<file path="src/rtl/rv_wb_pkg.sv">
// rv_wb_pkg: shared arbiter state encoding and Wishbone constants
package rv_wb_pkg;
    typedef enum logic [1:0] {ARB_IDLE, ARB_INSTR, ARB_DATA} arb_state_t;
    localparam logic [3:0]  WB_SEL_ALL  = 4'hF;
    localparam logic [31:0] WB_ERR_DATA = 32'h0;
endpackage

</file>
<file path="src/rtl/rv_wb_timeout.sv">
// rv_wb_timeout: bus watchdog counting un-acked cycles since the last grant
module rv_wb_timeout #(
    parameter int TIMEOUT_CYCLES = 256
) (
    input  logic i_clk,
    input  logic i_reset_n,
    input  logic i_clr,
    input  logic i_run,
    output logic o_expire
);
    localparam int W = $clog2(TIMEOUT_CYCLES + 1);
    logic [W-1:0] wcnt;
    always_ff @(posedge i_clk or negedge i_reset_n)
        if (!i_reset_n) wcnt <= '0;
        else if (i_clr) wcnt <= '0;
        else if (i_run) wcnt <= wcnt + W'(1);
    assign o_expire = wcnt == W'(TIMEOUT_CYCLES - 1);
endmodule

</file>
<file path="src/rtl/rv_wb_arbiter.sv">
// rv_wb_arbiter: registered Wishbone arbiter for fetch and data ports with
// data priority, fetch anti-starvation and a bus-timeout watchdog
module rv_wb_arbiter
    import rv_wb_pkg::*;
#(
    parameter logic [31:0] RESET_ADDR       = 32'h0000_0000,
    parameter int          IADDR_SPACE_BITS = 16,
    parameter int          DATA_MAX_RUN     = 4,
    parameter int          TIMEOUT_CYCLES   = 256
) (
    input  logic                        i_clk,
    input  logic                        i_reset_n,
    input  logic                        i_instr_req,
    input  logic [IADDR_SPACE_BITS-1:0] i_instr_addr,
    output logic                        o_instr_ack,
    output logic [31:0]                 o_instr_data,
    input  logic                        i_data_req,
    input  logic                        i_data_write,
    input  logic [31:0]                 i_data_addr,
    input  logic [31:0]                 i_data_wdata,
    input  logic [3:0]                  i_data_sel,
    output logic                        o_data_ack,
    output logic [31:0]                 o_data_rdata,
    output logic [31:0]                 o_wb_adr,
    output logic [31:0]                 o_wb_dat,
    output logic                        o_wb_we,
    output logic [3:0]                  o_wb_sel,
    output logic                        o_wb_stb,
    output logic                        o_wb_cyc,
    input  logic [31:0]                 i_wb_dat,
    input  logic                        i_wb_ack,
    output logic                        o_bus_err
);
    localparam int RW = $clog2(DATA_MAX_RUN + 1);
    arb_state_t   state, state_nx;
    logic [RW-1:0] run;
    logic busy, tmo_expire, expire, done, run_max, take_data, grant_d, grant_i;
    logic [31:0] rd;
    assign busy      = state != ARB_IDLE;
    assign run_max   = run == RW'(DATA_MAX_RUN);
    assign take_data = i_data_req & ~(i_instr_req & run_max);
    assign grant_d   = ~busy & take_data;
    assign grant_i   = ~busy & ~take_data & i_instr_req;
    assign expire    = busy & ~i_wb_ack & tmo_expire;
    assign done      = busy & (i_wb_ack | expire);
    always_comb begin
        state_nx = state;
        if (!busy) state_nx = grant_d ? ARB_DATA : grant_i ? ARB_INSTR : ARB_IDLE;
        else if (done) state_nx = ARB_IDLE;
    end
    always_ff @(posedge i_clk or negedge i_reset_n)
        if (!i_reset_n) begin
            state    <= ARB_IDLE;
            run      <= '0;
            o_wb_cyc <= 1'b0;
            o_wb_adr <= '0;
            o_wb_dat <= '0;
            o_wb_we  <= 1'b0;
            o_wb_sel <= '0;
        end else begin
            state <= state_nx;
            if (grant_d) begin
                o_wb_cyc <= 1'b1;
                o_wb_adr <= i_data_addr;
                o_wb_dat <= i_data_wdata;
                o_wb_we  <= i_data_write;
                o_wb_sel <= i_data_sel;
                run      <= i_instr_req ? (run_max ? run : run + RW'(1)) : '0;
            end else if (grant_i) begin
                o_wb_cyc <= 1'b1;
                o_wb_adr <= {RESET_ADDR[31:IADDR_SPACE_BITS], i_instr_addr};
                o_wb_dat <= '0;
                o_wb_we  <= 1'b0;
                o_wb_sel <= WB_SEL_ALL;
                run      <= '0;
            end else if (done) begin
                o_wb_cyc <= 1'b0;
                o_wb_we  <= 1'b0;
            end
        end
    generate
        if (TIMEOUT_CYCLES > 0) begin : g_wdog
            rv_wb_timeout #(.TIMEOUT_CYCLES(TIMEOUT_CYCLES)) u_timeout (
                .i_clk    (i_clk),
                .i_reset_n(i_reset_n),
                .i_clr    (grant_d | grant_i),
                .i_run    (busy & ~i_wb_ack),
                .o_expire (tmo_expire)
            );
        end else begin : g_no_wdog
            assign tmo_expire = 1'b0;
        end
    endgenerate
    assign rd           = expire ? WB_ERR_DATA : i_wb_dat;
    assign o_instr_ack  = done & (state == ARB_INSTR);
    assign o_data_ack   = done & (state == ARB_DATA);
    assign o_instr_data = o_instr_ack ? rd : '0;
    assign o_data_rdata = o_data_ack ? rd : '0;
    assign o_wb_stb     = o_wb_cyc;
    assign o_bus_err    = expire;
endmodule

</file>
<file path="config.mk">
export PLATFORM = sky130hd
export DESIGN_NAME = rv_wb_arbiter
export DESIGN_NICKNAME = d
export VERILOG_FILES = /design/src/rtl/rv_wb_pkg.sv /design/src/rtl/rv_wb_timeout.sv /design/src/rtl/rv_wb_arbiter.sv
export SDC_FILE = /design/constraint.sdc
export NUM_CORES = 1
export LEC_CHECK = 0
export CORE_ASPECT_RATIO = 1.75
export CORE_MARGIN = 2
export CORE_UTILIZATION = 36
export DETAILED_ROUTE_END_ITERATION = 6
export PLACE_DENSITY = 0.79
export SLEW_MARGIN = 25
export SYNTH_ARGS = -nofsm -noshare
export SYNTH_HDL_FRONTEND = slang
export SYNTH_SLANG_ARGS = --single-unit
export TNS_END_PERCENT = 20
</file>
<file path="constraint.sdc">
create_clock -name i_clk -period 2.4 [get_ports i_clk]
set_clock_uncertainty 0.1 [all_clocks]
set_input_delay 0.48 -clock i_clk [delete_from_list [all_inputs] [get_ports i_clk]]
set_output_delay 0.48 -clock i_clk [all_outputs]
set_load 0.03 [all_outputs]
</file>
[Word level (Yosys, flattened, before mapping)]
Index checks and enable logic that the tools add are counted.
Cells by class
  add/sub/neg operators: 2
  eq/ne operators: 6
  multiplexer cells: 24
  bitwise logic cells: 16
  reduce and logical (&&, ||, !) cells: 5
Operators by type and width (count)
  two-way mux 32 bit: 7
  two-way mux 9 bit: 2
  two-way mux 3 bit: 4
  bitwise AND 1 bit: 10
  adder 9 x 1 -> 9 bit (second input constant): 1
  equality test 9 x 8 -> 1 bit (second input constant): 1
  two-way mux 4 bit: 2
  two-way mux 1 bit: 6
  two-way mux 2 bit: 3
  nonzero test 2 bit: 3
  NOT 1 bit: 4
  adder 3 x 1 -> 3 bit (second input constant): 1
  equality test 3 bit (second input constant): 1
  != test 3 bit (second input constant): 1
  nonzero test 3 bit: 1
  equality test 2 x 1 -> 1 bit (second input constant): 1
  equality test 2 bit (second input constant): 1
  != test 2 x 1 -> 1 bit (second input constant): 1
  bitwise OR 1 bit: 2
  AND reduction 2 bit: 1
Storage, ports and cells
  register bits after elaboration: 84
  bits of input ports: 122
  output and inout bits: 138

[Longest topological paths before layout]
  depth after elaboration: 10
  gate-level depth with buffers: 8
  gate-level depth less buffers: 7

[Cells and area by module]
A second synthesis with hierarchy kept.
Second synthesis, totals
  cell total of the unflattened synthesis: 334
  area, all modules: 3866.2 µm²
By module, submodules not included
  rv_wb_arbiter: instances 1, cells each 290, area an instance 3422.0 µm², sequential area each 1876.8 µm²
  rv_wb_timeout: instances 1, cells each 44, area an instance 444.2 µm², sequential area each 225.2 µm²

[Worst setup path after synthesis]
No wires, ideal clock.
  path type: register to output
  start point: register g_wdog.u_timeout.wcnt[0]
  end point: output port o_instr_data[22]
  data arrival time: 2070 ps
  path slack: -250 ps
  cell stages (with the launch flop): 9
  buffers on the path: 1
  cell sequence: dfrtp_1 > ha_1 > nand3_1 > nor2_1 > ha_1 > nor2_1 > nor3b_2 > clkbuf_1 > and3_1
On the way
  cells in the longest elaborated chain, start to end: 6
  elaborated cells on any way between the ends: 7
  those cells by class: 1 x eq/ne; 2 x mux; 4 x bitwise
RTL lines
  from (decl): line rv_wb_timeout.sv:12  | logic [W-1:0] wcnt;
  from (signal assigned): line rv_wb_timeout.sv:16  | else if (i_run) wcnt <= wcnt + W'(1);
  equality test 9 x 8 -> 1 bit: line rv_wb_timeout.sv:17  | assign o_expire = wcnt == W'(TIMEOUT_CYCLES - 1);
  bitwise AND 1 bit: line rv_wb_arbiter.sv:44  | assign expire = busy & ~i_wb_ack & tmo_expire;
  bitwise OR 1 bit: line rv_wb_arbiter.sv:45  | assign done = busy & (i_wb_ack | expire);
  bitwise AND 1 bit: line rv_wb_arbiter.sv:45
  bitwise AND 1 bit: line rv_wb_arbiter.sv:95  | assign o_instr_ack = done & (state == ARB_INSTR);
  named net o_instr_ack: line rv_wb_arbiter.sv:15  | output logic o_instr_ack,
  two-way mux 32 bit: line rv_wb_arbiter.sv:97  | assign o_instr_data = o_instr_ack ? rd : '0;
  to (decl): line rv_wb_arbiter.sv:16  | output logic [31:0] o_instr_data,
The timed path passes the listed nets, and every way through them passes these cells.

[Worst setup path after layout]
  start point: register g_wdog.u_timeout.wcnt[0]
  end point: output port o_data_rdata[21]
On the way
  cells in the longest elaborated chain, start to end: 6
  elaborated cells on any way between the ends: 7
  those cells by class: 1 x eq/ne; 2 x mux; 4 x bitwise
RTL lines
  equality test 9 x 8 -> 1 bit *: line rv_wb_timeout.sv:17
  bitwise AND 1 bit *: line rv_wb_arbiter.sv:44
  bitwise OR 1 bit: line rv_wb_arbiter.sv:45
  bitwise AND 1 bit: line rv_wb_arbiter.sv:45
  bitwise AND 1 bit: line rv_wb_arbiter.sv:96  | assign o_data_ack = done & (state == ARB_DATA);
  two-way mux 32 bit *: line rv_wb_arbiter.sv:98  | assign o_data_rdata = o_data_ack ? rd : '0;
  to (decl): line rv_wb_arbiter.sv:23  | output logic [31:0] o_data_rdata,
Every way passes the cells marked *; elsewhere a longest branch is shown, timed or not.

==> reports/metrics.csv <==
stage;metric;value;unit
global_route;grt_pass1_wl;23000;um
run;maxCapViolations;0;
outcome;status;complete, but fails checks;
pwr;power_density;978;nW/um^2
clock_network;htreeDepth;3;
layout;diodes;0;
clock_network;cts_tree;built;
global_route;grt_pass1_vias;4241;
layout;fin_nets;736;
critical_path;worst_setup_path_end_kind;output pin;
timing;finalHoldViolCount;0;
synth;seq_area_frac_synth;53.3;%
outcome;violations;setup timing;
floorplanning;start_util;36.9;%
worst_hold_path;hold_path_class;reg -> reg;
synth;yosysWarnings;0;
floorplanning;die_w;83.1;um
global_route;use_met1;27.6;%
global_route;grt.busiest_layer;met2;
timing;fin_ws;-362;ps
routing;ant_nets;0;
synth;synth_area_leaders;dfrtp_1 (53%), a22o_1 (11%), and3_1 (10%);
synth;yosysUniqueCellTypes;37;
routing;remaining_drc_errors;0;
placement;place_congestion;0.840;
routing;drt_iter0_drc;168;
synth;syn_inst;339;
layout;postLayoutCellArea;7630;um^2
layout;layout_commonest_cell;clkdlybuf4s50_1;
timing;fin_crit_sh;115;%
placement;pre_cts_ws;-104;ps
clock_network;clkLatencyLatePin;330;ps
global_route;met3_usage;7.95;%
clock_network;numCtsBuffers;9;
clock_network;root_buffer;clkbuf_16;
pwr;cellLeakagePower;3.41;nW
clock_network;clock_sink_count;84;
clock_network;clkSlewWorstSetupHoldPaths;60;ps
synth;syn_avg_cell_area;11.6;um^2
synth;synth_area_leader_cell;dfrtp_1;
floorplanning;pin_count;260;
floorplanning;die_h;142;um
timing;setup_viol;67;
routing;dr.pass1.iters;4;
pwr;p_total;7.46;mW
synth;synth_nets;465;
timing;tightest_slew;660;ps
global_route;grt.overflow.total;0;
timing;setup_tns;-20500;ps
synth;synth_top_area_share;53.3;%
global_route;grt_max_degree;55;
critical_path;arrival;2180;ps
timing;layout_min_cycle_time;2760;ps
timing;relSlewSlack;55.9;%
critical_path;required;1820;ps
global_route;antenna_found_initial;0;
critical_path;critPathKind;reg -> out;
layout;syn2layout_area_growth;93.4;%
placement;io_buffers;259;
clock_network;cts_buffer_depth;2;
synth;synth.cell_area;3940;um^2
layout;drive_gt1_share;28.8;%
routing;drt-total-wl;15400;um
critical_path;cp-start-kind;flip-flop;
layout;final_cell_mix;clkdlybuf4s50_1 (191), dfrtp_1 (84), buf_6 (56), a22o_1 (50), and3_1 (27);
timing;slew_violations;0;
layout;final_util;71.3;%
timing;fmax;362;MHz
critical_path;worstPathMaxFanout;16;
placement;hpwlAfterDp;11100;um
synth;synth_seq_cells;84;
global_route;grtUsageMet2;45.3;%
timing;rsz0062_at_grt;true;
routing;wl_per_cell;20.7;um
placement;place_area;6770;um^2
global_route;grtUsageTotal;25.0;%
floorplanning;num_rows;50;
routing;vias_per_cell;5.30;
routing;vias;3946;
floorplanning;fp.coreArea;10700;um^2
pwr;ir_worst_vdd;656;uV
floorplanning;dieArea;11800;um^2
==> worst max-delay path, cell delays in order (launching register included) <==
cell and delay [ps]:
dfrtp_1 400, ha_4 160, nand3_2 60, nor2_2 110, ha_2 220, nor2_4 60, nor3b_4 190, buf_6 140
clkbuf_16 160, and3_1 210, buf_6 150
==> metal layers <==
layer	vias to the layer above	routed length [um]
li1	1796	-
met1	1902	5620
met2	227	8030
met3	21	1410
met4	0	372
met5	-	0
==> synth_stat cells <==
cell and n:
a21oi_1 6, a22o_1 50, a32o_1 1, and3_1 66
buf_2 10, buf_4 2, buf_6 2, clkbuf_1 14
clkbuf_2 4, dfrtp_1 84, ha_1 4, inv_1 6
mux2_1 24, mux2_2 8, mux2i_1 2, nand2_1 10
nand2b_1 1, nand3_1 5, nand4_1 3, nor2_1 6
nor2_2 1, nor2b_1 1, nor3_1 1, nor3b_2 2
nor3b_4 1, o21ai_0 9, o21ai_1 1, o21ba_2 1
o21bai_1 1, o22a_1 4, o22ai_1 1, o2bb2ai_1 1
o31ai_1 1, or2_2 1, or3_1 3, or4_1 1
xnor2_1 1
==> flip-flops by register name (all words and copies together), names as in the netlist <==
name	count
o_wb_adr	32
o_wb_dat	32
g_wdog.u_timeout.wcnt	9
o_wb_sel	4
run	3
state	2
o_wb_cyc	1
o_wb_we	1
==> cells by family after synthesis <==
family | Yosys count | synth area share (%)
xor gates and xnor gates | 1 | 0.222
adders and majority gates | 4 | 1.27
and+or+nand+nor | 102 | 15.6
buffers and inverters | 38 | 4.63
DFF | 84 | 53.3
AOI/OAI and AO/OA | 76 | 15.3
muxes | 34 | 9.64
==> power breakdown <==
part / switching [mW] / total, mW / internal, mW
sequential: 0.326 / 2.23 / 1.90
combinational: 2.04 / 3.83 / 1.79
clock: 0.562 / 1.40 / 0.841
total: 2.92 / 7.46 / 4.54
==> final cells by class <==
class                   count  area [um^2]
clock inverters             6         71.3
well taps                 130          163
clock buffers              10          239
fillers                   765         3070
multi-input cells         217         1860
inverters                   6         25.0
flip-flops and latches     84         2100
repair buffers            292         3170
==> final timing paths <==
kind / from / end / slack [ps] / cells past startpoint
max: g_wdog.u_timeout.wcnt[0] / o_data_rdata[21] / -360 / 10
min: g_wdog.u_timeout.wcnt[6] / g_wdog.u_timeout.wcnt[6] / 380 / 1
max reg2reg: state[0] / o_wb_adr[6] / 440 / 5
min reg2reg: g_wdog.u_timeout.wcnt[6] / g_wdog.u_timeout.wcnt[6] / 380 / 1
max in group asynchronous: i_reset_n / g_wdog.u_timeout.wcnt[7] / 1140 / 3
min in group asynchronous: i_reset_n / o_wb_dat[29] / 470 / 2
==> repair_timing <==
action	in CTS	in global routing
endpoints found under the setup margin	67	67
buffers inserted	7	3
gates cloned	2	2
gates resized for setup	66	35
pin swaps	3	9
hold buffers	1	0
hold endpoints to repair	14	0
==> metrics by stage <==
stage,std cells,hold slack [ps]
3_3_place_gp,714,252
3_5_place_dp,714,253
5_1_grt,745,398
2_1_floorplan,339,84.4
6_report,745,379
4_1_cts,740,380
No activity file was read; power rests on OpenSTA's default activity.
